==> src/rtl/pool_pingpong_ctrl_pkg.sv <==
// pool_pingpong_ctrl_pkg: shared constants, reader states and window address helper for 2x2 pooling.
package pool_pingpong_ctrl_pkg;
  localparam int POOL_K = 2;
  localparam int BANKS = 2;
  localparam int ROW_W_DEFAULT = 8;
  typedef enum logic [1:0] {IDLE, SCAN, FLUSH} rd_state_t;
  // Offset inside a bank of tap `phase` of window `col`: phases 0/1 top row, 2/3 bottom row.
  function automatic logic [15:0] win_off(input logic [15:0] col, input logic [1:0] phase, input int row_w);
    return (phase[1] ? 16'(row_w) : 16'd0) + {col[14:0], phase[0]};
  endfunction
endpackage

==> src/rtl/pool_pingpong_ctrl_max_acc.sv <==
// pool_max_acc: aligns read tags with registered RAM data and keeps the running unsigned 2x2 max.
module pool_max_acc #(
  parameter int DATA_W = 8,
  parameter int COL_W = 2
) (
  input  logic              clk,
  input  logic              rst,
  input  logic              clr,
  input  logic              rd_en,
  input  logic [1:0]        phase,
  input  logic [COL_W-1:0]  col,
  input  logic [DATA_W-1:0] d,
  output logic              pool_valid,
  output logic [DATA_W-1:0] pool_data,
  output logic [COL_W-1:0]  pool_col
);
  logic tag_v;
  logic [1:0] tag;
  logic [COL_W-1:0] tag_col;
  logic [DATA_W-1:0] acc, mx;
  assign mx = (acc > d) ? acc : d;
  always_ff @(posedge clk or negedge rst)
    if (!rst) begin
      tag_v <= 1'b0;
      tag <= '0;
      tag_col <= '0;
      acc <= '0;
      pool_valid <= 1'b0;
      pool_data <= '0;
      pool_col <= '0;
    end else if (clr) begin
      tag_v <= 1'b0;
      tag <= '0;
      tag_col <= '0;
      acc <= '0;
      pool_valid <= 1'b0;
      pool_data <= '0;
      pool_col <= '0;
    end else begin
      tag_v <= rd_en;
      tag <= phase;
      tag_col <= col;
      pool_valid <= tag_v && tag == 2'd3;
      if (tag_v) acc <= (tag == 2'd0) ? d : mx;
      if (tag_v && tag == 2'd3) begin
        pool_data <= mx;
        pool_col <= tag_col;
      end
    end
endmodule

==> src/rtl/pool_pingpong_ctrl.sv <==
// pool_pingpong_ctrl: fills one RAM bank with two conv rows while the other is scanned as 2x2 max windows.
module pool_pingpong_ctrl
  import pool_pingpong_ctrl_pkg::*;
#(
  parameter int ROW_W = ROW_W_DEFAULT,
  parameter int DATA_W = 8,
  parameter int ADDR_W = 7,
  localparam int COL_W = (ROW_W > POOL_K) ? $clog2(ROW_W / POOL_K) : 1,
  localparam int PTR_W = $clog2(2 * ROW_W)
) (
  input  logic              clk,
  input  logic              rst,
  input  logic              frame_start,
  input  logic              in_valid,
  input  logic [DATA_W-1:0] in_data,
  output logic              in_ready,
  output logic              ram_wr_en,
  output logic [ADDR_W-1:0] ram_wr_addr,
  output logic [DATA_W-1:0] ram_d_in,
  output logic              ram_rd_en,
  output logic [ADDR_W-1:0] ram_rd_addr,
  input  logic [DATA_W-1:0] ram_d_out,
  output logic              pool_valid,
  output logic [DATA_W-1:0] pool_data,
  output logic [COL_W-1:0]  pool_col
);
  rd_state_t state, state_nxt;
  logic wr_bank, rd_bank, wr_last, last_rd;
  logic [BANKS-1:0] full;
  logic [PTR_W-1:0] wr_ptr;
  logic [COL_W-1:0] col;
  logic [1:0] phase;
  assign in_ready = !full[wr_bank];
  assign ram_wr_en = in_valid && in_ready && !frame_start;
  assign ram_wr_addr = ADDR_W'({wr_bank, wr_ptr});
  assign ram_d_in = in_data;
  assign ram_rd_en = state == SCAN && !frame_start;
  assign ram_rd_addr = ram_rd_en ? ADDR_W'({rd_bank, PTR_W'(win_off(16'(col), phase, ROW_W))}) : '0;
  assign wr_last = ram_wr_en && wr_ptr == PTR_W'(2 * ROW_W - 1);
  assign last_rd = state == SCAN && col == COL_W'(ROW_W / 2 - 1) && phase == 2'd3;
  // FLUSH holds off the next bank until the last window's result has left the accumulator.
  always_comb begin
    state_nxt = state == IDLE ? (full[rd_bank] ? SCAN : IDLE)
              : state == SCAN ? (last_rd ? FLUSH : SCAN)
              : pool_valid ? (full[rd_bank] ? SCAN : IDLE) : FLUSH;
  end
  always_ff @(posedge clk or negedge rst)
    if (!rst) begin
      state <= IDLE;
      wr_bank <= 1'b0;
      rd_bank <= 1'b0;
      full <= '0;
      wr_ptr <= '0;
      col <= '0;
      phase <= '0;
    end else if (frame_start) begin
      state <= IDLE;
      wr_bank <= 1'b0;
      rd_bank <= 1'b0;
      full <= '0;
      wr_ptr <= '0;
      col <= '0;
      phase <= '0;
    end else begin
      state <= state_nxt;
      if (ram_wr_en) wr_ptr <= wr_ptr + 1'b1;
      if (wr_last) wr_bank <= !wr_bank;
      if (last_rd) rd_bank <= !rd_bank;
      full <= (full | (BANKS'(wr_last) << wr_bank)) & ~(BANKS'(last_rd) << rd_bank);
      if (state == SCAN) begin
        phase <= phase + 1'b1;
        col <= col + COL_W'(phase == 2'd3);
      end
    end
  pool_max_acc #(.DATA_W(DATA_W), .COL_W(COL_W)) u_acc (
    .clk(clk),
    .rst(rst),
    .clr(frame_start),
    .rd_en(ram_rd_en),
    .phase(phase),
    .col(col),
    .d(ram_d_out),
    .pool_valid(pool_valid),
    .pool_data(pool_data),
    .pool_col(pool_col)
  );
endmodule

==> config.mk <==
export PLATFORM = sky130hd
export DESIGN_NAME = pool_pingpong_ctrl
export DESIGN_NICKNAME = d
export VERILOG_FILES = /design/src/rtl/pool_pingpong_ctrl_pkg.sv /design/src/rtl/pool_pingpong_ctrl_max_acc.sv /design/src/rtl/pool_pingpong_ctrl.sv
export SDC_FILE = /design/constraint.sdc
export NUM_CORES = 1
export LEC_CHECK = 0
export CORE_MARGIN = 2
export CORE_UTILIZATION = 45
export CTS_CLUSTER_DIAMETER = 150
export CTS_CLUSTER_SIZE = 25
export DETAILED_ROUTE_END_ITERATION = 10
export PLACE_DENSITY = 0.81
export SLEW_MARGIN = 30
export SYNTH_ARGS = -nofsm -noshare
export SYNTH_HDL_FRONTEND = slang
export SYNTH_SLANG_ARGS = --single-unit
export TNS_END_PERCENT = 50
==> constraint.sdc <==
create_clock -name clk -period 4.47 [get_ports clk]
set_clock_uncertainty 0.15 [all_clocks]
set_input_delay 1.341 -clock clk [delete_from_list [all_inputs] [get_ports clk]]
set_output_delay 1.341 -clock clk [all_outputs]
set_load 0.1 [all_outputs]
# --- After elaboration in Yosys (flattened, before gate mapping) ---
# Cells that the tools add are included.
totals:
  inputBits: 20
  wordCells: 85
  output_inout_bits: 36
  ff_bits: 38
op_classes:
  reduce_logical: 19
  addsub: 4
  shifts: 2
  eq_ne: 5
  mux: 35
  bitwise: 3
  n_lt_le_gt_ge: 3
op_table:
  columns: ["cell", "count"]
  rows:
  - ["$mux W8", 6]
  - ["$mux W2", 14]
  - ["$mux W4", 3]
  - ["$reduce_bool A2 Y1", 6]
  - ["$mux W1", 11]
  - ["$gt A8 B8 Y1", 1]
  - ["$logic_and A1 B1 Y1", 7]
  - ["$eq A2 B2 Y1 const B", 3]
  - ["$mux W5", 1]
  - ["$add A4 B1 Y4 const B", 1]
  - ["$add A4 B3 Y4", 1]
  - ["$eq A4 B4 Y1 const B", 1]
  - ["$logic_not A1 Y1", 4]
  - ["$logic_not A2 Y1", 2]
  - ["$lt A1 B2 Y1 const B", 2]
  - ["$shl A1 B1 Y2", 2]
  - ["$add A2 B1 Y2", 1]
  - ["$add A2 B1 Y2 const B", 1]
  - ["$and A2 B2 Y2", 1]
  - ["$eq A2 B1 Y1 const B", 1]
  - ["$not A2 Y2", 1]
  - ["$or A2 B2 Y2", 1]

# --- Longest topological paths before layout ---
# Gate-level depths: netlist of the first run.
depth:
  word_depth: 10
  ltp_mapped: 7
  mapped_depth_nobuf: 7

# --- Cells and area by module ---
# Synthesis of the first run repeated with hierarchy kept, for this count alone.
hier_totals:
  hier_cells: 223
  area_unflattened_um2: 2184.6
by_module_without_submodules:
  columns: ["module", "cells_per_inst", "seq_area_each_um2", "instances", "area_per_inst_um2"]
  rows:
  - ["pool_max_acc", 128, 600.6, 1, 1328.8]
  - ["pool_pingpong_ctrl", 95, 350.3, 1, 855.8]

# --- Worst setup path after synthesis of the first run ---
# OpenSTA, ideal clock, no wires.
synth_timing:
  kind: "input to output"
  startpoint: "in frame_start"
  endpoint: "out ram_rd_addr[0]"
  n_path_buf: 1
  setup_slack_ns: -0.775
  cell_stages: 3
  required_time_ns: 2.979
  t_arrival_ns: 3.754
  path_cell_list: "buf_6 nor2_1 and2_1"
synth_via:
  elab_chain_len: 3
synth_lines:
  columns: ["element", "line_no", "source"]
  rows:
  - ["from (decl)", "pool_pingpong_ctrl.sv:13", "input logic frame_start,"]
  - ["$logic_not A1 Y1", "pool_pingpong_ctrl.sv:37", "assign ram_rd_en = state == SCAN && !frame_start;"]
  - ["$logic_and A1 B1 Y1", "pool_pingpong_ctrl.sv:37", null]
  - ["net ram_rd_en", "pool_pingpong_ctrl.sv:20", "output logic ram_rd_en,"]
  - ["$mux W5", "pool_pingpong_ctrl.sv:38", "assign ram_rd_addr = ram_rd_en ? ADDR_W'({rd_bank, PTR_W'(win_off(16'(col), phase, ROW_W))}) : '0;"]
  - ["to (decl)", "pool_pingpong_ctrl.sv:21", "output logic [ADDR_W-1:0] ram_rd_addr,"]
# The timed path passes the listed nets, and every way through them passes these cells.

# --- Worst setup path after layout of the first run ---
layout_timing:
  startpoint: "in frame_start"
  endpoint: "out ram_rd_addr[2]"
layout_via:
  elab_chain_len: 3
layout_lines:
  columns: ["element", "line_no"]
  rows:
  - ["$logic_not A1 Y1", "pool_pingpong_ctrl.sv:37"]
  - ["$logic_and A1 B1 Y1", "pool_pingpong_ctrl.sv:37"]
  - ["$mux W5", "pool_pingpong_ctrl.sv:38"]
# No other way between the ends.

==> impl_metrics.yaml, run 1 <==
worst_setup_path:
  cp-end-kind: "output pin"
  critical_path_arrival_ns: 2.49
  start_kind: "primary input"
  critPathKind: "in2out"
  r2r-end: "u_acc.acc[2]"
  r2r_slack_ns: 1.92
  crit_path_max_fanout: 7
  rr_startpoint: "u_acc.acc[3]"
  crit_required_ns: 2.98
  worst_r2r_path_depth: 6
timing:
  fin_crit_sh: 0.891
  fmax_mhz: 251
  setup_viol: 0
  slew_headroom: 0.336
  holdWs_ns: 0.336
  setup_slack_ns: 0.487
  report.final.slew_viol_count: 0
  fin_setup_tns_ns: 0
  hold_viol_final: 0
  min_period_ns: 3.98
  rsz0062_at_grt: "false"
  tightest_slew_ns: 0.993
layout:
  final_util: 0.565
  nNetsFinal: 276
  drive_above_1_share: 0.171
  area_growth_pct: 23.3
  diodes: 0
clock_tree:
  numCtsBuffers: 5
  cts_max_path_buffers: 2
  cts_max_level: 2
  path_clk_slew_ns: 0.07
  postCtsSetupRepairBufs: 0
  ctsResizeCount: 0
  clkLatencyLatePin_ns: 0.29
  root_buffer: "clkbuf_8"
  numClockSinks: 38
  cts-hold-fix-buffers: 0
  tritoncts: "yes"
pwr:
  worst_ir_drop_vdd_uv: 182
  total_power_uw: 672
  leakage_nw: 1.14
  combPwrFrac: 0.121
  power_frac_seq: 0.518
  internal_power_uw: 493
  p_switching_uw: 178
  power_density_nw_per_um2: 255
  switching_share: 0.265
  power_frac_clock: 0.362
global_route:
  busiest_layer: "met2"
  grt_usage: 0.174
  grt_use_met2: 0.290
  grt_overflow_total: 0
  met1_usage: 0.216
  grt_max_degree: 39
  met3_usage: 0.0483
  antenna_found_initial: 0
  first_global_vias: 1578
  grt_pass1_wl_um: 7170
placed_design:
  port-buffer-count: 35
  pre_cts_slack_ns: 0.388
  gp_congestion: 0.910
  dp_hpwl_um: 3100
synthesis:
  postSynthAreaPerCell_um2: 9.93
  yosys_warnings: 0
  ys_types: 36
  synth_top_area_cell: "dfrtp_1"
  synth_ff_type: "dfrtp_1"
  async_reset_ff_frac: 1.00
  synth.area.top_cells: "dfrtp_1 45%, ha_1 6.4%, or2b_2 5.7%, nand2_1 5.1%, mux2i_1 4.7%"
  synth.most_common_cell: "dfrtp_1"
  yosysSeqAreaShare: 0.445
  ys_ff_latch: 38
  netlist.area_leader.share: 0.445
  synth_cells: 215
  syn_area_um2: 2140
  synth_edf_count: 0
  yosys-top-cells-count: "38 x dfrtp_1, 29 x nand2_1, 14 x or2b_2, 13 x buf_4"
min_path:
  worstHoldEndpoint: "u_acc.pool_col[0]"
  hold_depth: 1
  min_from: "u_acc.tag_col[0]"
  hold_class: "reg2reg"
job:
  max_cap_violations: 0
routing:
  first_pass_iters: 4
  drt_wl_total_um: 4290
  drc_errors: 0
  drtIter0Drc: 92
  wl_per_cell_um: 14.3
  postRouteAntennaNets: 0
  num_vias: 1570
  via_per_inst: 5.23
die:
  die_y_um: 72.9
  start_util: 0.458
  core_area_um2: 4660
  rows: 25
  dieArea_um2: 5310
  die_width_um: 72.9
  io_pins: 56
run_status:
  status: "completed"
-- cell type report --
type,instances,area (um^2)
clock buffer,7,86.3
clock inverter,1,5.00
fill,400,2030
inverter,12,45.0
multi-input combinational,149,1030
sequential,38,951
tap,54,67.6
timing repair buffer,39,443
-- worst max-delay path: stages --
cell             delay (ns)
clkdlybuf4s50_1        0.51
nor2_4                 0.24
and2_1                 0.21
buf_12                 0.18
-- sequential cells by signal, summed over array words and instances (netlist names) --
register and flops:
col 2, full 2, phase 2, rd_bank 1
state 2, u_acc.acc 8, u_acc.pool_col 2, u_acc.pool_data 8
u_acc.pool_valid 1, u_acc.tag 2, u_acc.tag_col 2, u_acc.tag_v 1
wr_bank 1, wr_ptr 4
-- kinds of logic (layout without fill, tap and decap cells) --
logic type | after synthesis | after routing | share of synthesized area
other cells | 1 | 4 | 0.00176
mux | 10 | 10 | 0.0469
compound gates | 28 | 28 | 0.0990
flops | 38 | 38 | 0.445
xor+xnor | 6 | 6 | 0.0246
fa+ha+maj | 11 | 11 | 0.0644
simple gates | 90 | 90 | 0.237
buf+inv | 31 | 59 | 0.0808
-- per-stage QoR --
step,area [um^2],instances
finish,2630,300
floorplan,2160,218
CTS,2630,300
global route,2630,300
detailed placement,2540,292
global placement,2540,292
-- routing by layer --
layer	up-vias	wire length [um]
met2	43	2030
li1	773	-
met3	6	195
met1	748	2010
met5	-	0
met4	0	54
-- power by group through the flow --
| stage | clock network, mW | registers, mW | logic, mW |
|---|---|---|---|
| floorplan | 0 | 0.367 | 0.0757 |
| global placement | 0 | 0.354 | 0.0808 |
| detailed placement | 0 | 0.354 | 0.0816 |
| CTS | 0.250 | 0.348 | 0.0821 |
| global route | 0.263 | 0.348 | 0.0868 |
| finish | 0.243 | 0.348 | 0.0810 |
-- worst max path at each step --
stage	startpoint	endpoint	slack (ns)	cells past startpoint
4_1_cts	frame_start	ram_rd_addr[2]	0.47	4
3_3_place_gp	ram_d_out[3]	u_acc.acc[2]	0.49	8
2_1_floorplan	frame_start	ram_wr_en	-0.16	4
3_5_place_dp	ram_d_out[3]	u_acc.acc[2]	0.39	8
6_report	frame_start	ram_rd_addr[2]	0.49	4
5_1_grt	frame_start	ram_rd_addr[2]	0.44	4
-- cell usage in the layout (no fill, tap or decap), types with 2 or more instances in the layout --
cell type	n
buf_12	7
or2b_1	2
clkdlybuf4s50_1	26
nand2_1	29
buf_4	5
or2b_2	14
xor2_1	4
conb_1	4
nand4_1	12
o211ai_1	9
a21oi_1	6
clkbuf_8	6
xnor2_1	2
dfrtp_1	38
a22o_1	2
nor2b_1	7
and2_1	6
o21ai_0	3
inv_1	12
mux2i_1	9
nor2_1	11
nand3_1	2
ha_1	11
(Power assumes the default switching activity.)
==> inputs of run 2 (changes only) <==
CORE_ASPECT_RATIO = 1.4   (was unset)
==> run 2 against run 1 <==
Compared with the run above:
- via count is 1.3% higher
- non-clock buffer count stayed put
- combinational power is 0.7% higher
- critical path type unchanged
- largest power group unchanged
==> impl_metrics.yaml, run 2 (synthesized netlist as in run 1, its figures left out) <==
pwr:
  total_power_uw: 677
  leakage_nw: 1.14
  power_density_nw_per_um2: 256
  worst_ir_drop_vdd_uv: 282
job:
  max_cap_violations: 0
timing:
  holdWs_ns: 0.334
  min_period_ns: 4.05
  tightest_slew_ns: 0.979
  hold_viol_final: 0
  fin_crit_sh: 0.906
  setup_viol: 0
  report.final.slew_viol_count: 0
  slew_headroom: 0.346
  fmax_mhz: 247
  rsz0062_at_grt: "false"
layout:
  diodes: 0
  drive_above_1_share: 0.167
  layout_commonest_cell: "dfrtp_1"
  nFillCells: 393
  ff_latch_area_um2: 951
  final_cell_mix: "38 x dfrtp_1, 29 x nand2_1, 27 x clkdlybuf4s50_1"
  multi_input_area_um2: 1030
  nNetsFinal: 276
  top_regs: "u_acc.acc (8), u_acc.pool_data (8), wr_ptr (4)"
  area_growth_pct: 24.0
die:
  die_width_um: 62.2
  rows: 29
  dieArea_um2: 5320
  io_pins: 56
  die_y_um: 85.5
  start_util: 0.471
  core_area_um2: 4540
routing:
  drt_wl_total_um: 4370
  via_per_inst: 5.17
  postRouteAntennaNets: 0
  drc_errors: 0
  drtIter0Drc: 53
  num_vias: 1591
  wl_per_cell_um: 14.2
  first_pass_iters: 4
clock_tree:
  tritoncts: "yes"
  root_buffer: "clkbuf_8"
  numClockSinks: 38
  postCtsSetupRepairBufs: 0
  clkLatencyLatePin_ns: 0.30
  cts-hold-fix-buffers: 0
  path_clk_slew_ns: 0.07
  numCtsBuffers: 5
  ctsResizeCount: 0
  cts_max_level: 2
  cts_max_path_buffers: 2
global_route:
  grt_pass1_wl_um: 7650
  grt_overflow_total: 0
  first_global_vias: 1606
  antenna_found_initial: 0
  grt_max_degree: 39
  grt_usage: 0.183
worst_setup_path:
  cp-end-kind: "output pin"
  rr_startpoint: "u_acc.acc[3]"
  worst_r2r_path_depth: 6
  start_kind: "primary input"
  r2r_slack_ns: 1.97
  crit_required_ns: 2.98
  crit_path_start: "frame_start"
  crit_path_max_fanout: 7
  critPathKind: "in2out"
  critical_path_arrival_ns: 2.56
placed_design:
  dp_hpwl_um: 3130
  gp_congestion: 0.792
  port-buffer-count: 35
min_path:
  hold_depth: 1
  hold_class: "reg2reg"
  min_from: "u_acc.tag_col[0]"
run_status:
  status: "completed"
[run 2: changes by cell type in the layout (fill, tap and decap cells not counted)]
cell             previous run  this run
buf_2                       1         0
clkdlybuf4s50_1            26        27
[run 2: routing by layer]
layer	track usage	part of all wire	vias up
li1	-	-	771
met1	0.214	0.42	773
met2	0.320	0.50	40
met3	0.0551	0.059	7
met4	0.0646	0.014	0
met5	0	0	-
[run 2: final timing paths]
path | endpoint
min | u_acc.pool_col[0]
max | ram_rd_addr[4]
min reg2reg | u_acc.pool_col[0]
min in group asynchronous | wr_ptr[2]
max in group asynchronous | phase[0]
max reg2reg | u_acc.acc[1]
[run 2: per-stage QoR]
stage / setup TNS, ns / area, um^2 / util / setup slack [ns] / instances
5_1_grt: 0 / 2650 / 0.584 / 0.356 / 308
3_5_place_dp: 0 / 2560 / 0.564 / 0.412 / 300
6_report: 0 / 2650 / 0.584 / 0.420 / 308
4_1_cts: 0 / 2650 / 0.584 / 0.402 / 308
3_3_place_gp: 0 / 2560 / 0.564 / 0.433 / 300
2_1_floorplan: -0.156 / 2160 / - / -0.156 / 218
[run 2: worst max-delay path, cell delays in order]
cell             delay [ns]
clkdlybuf4s50_1        0.56
nor2_4                 0.26
and2_1                 0.21
buf_12                 0.19
[run 2: layout make-up]
class | count | area share
repair buffers | 39 | 0.169
multi-input cells | 149 | 0.391
clock buffers | 7 | 0.0326
flip-flops and latches | 38 | 0.359
inverters | 12 | 0.0170
well taps | 62 | 0.0293
clock inverters | 1 | 0.00189
[run 2: power by group]
| part | internal, mW | switching (mW) | leakage (nW) |
|---|---|---|---|
| Sequential | 0.345 | 0.00218 | 0.530 |
| Combinational | 0.0239 | 0.0577 | 0.562 |
| Clock | 0.124 | 0.123 | 0.0482 |
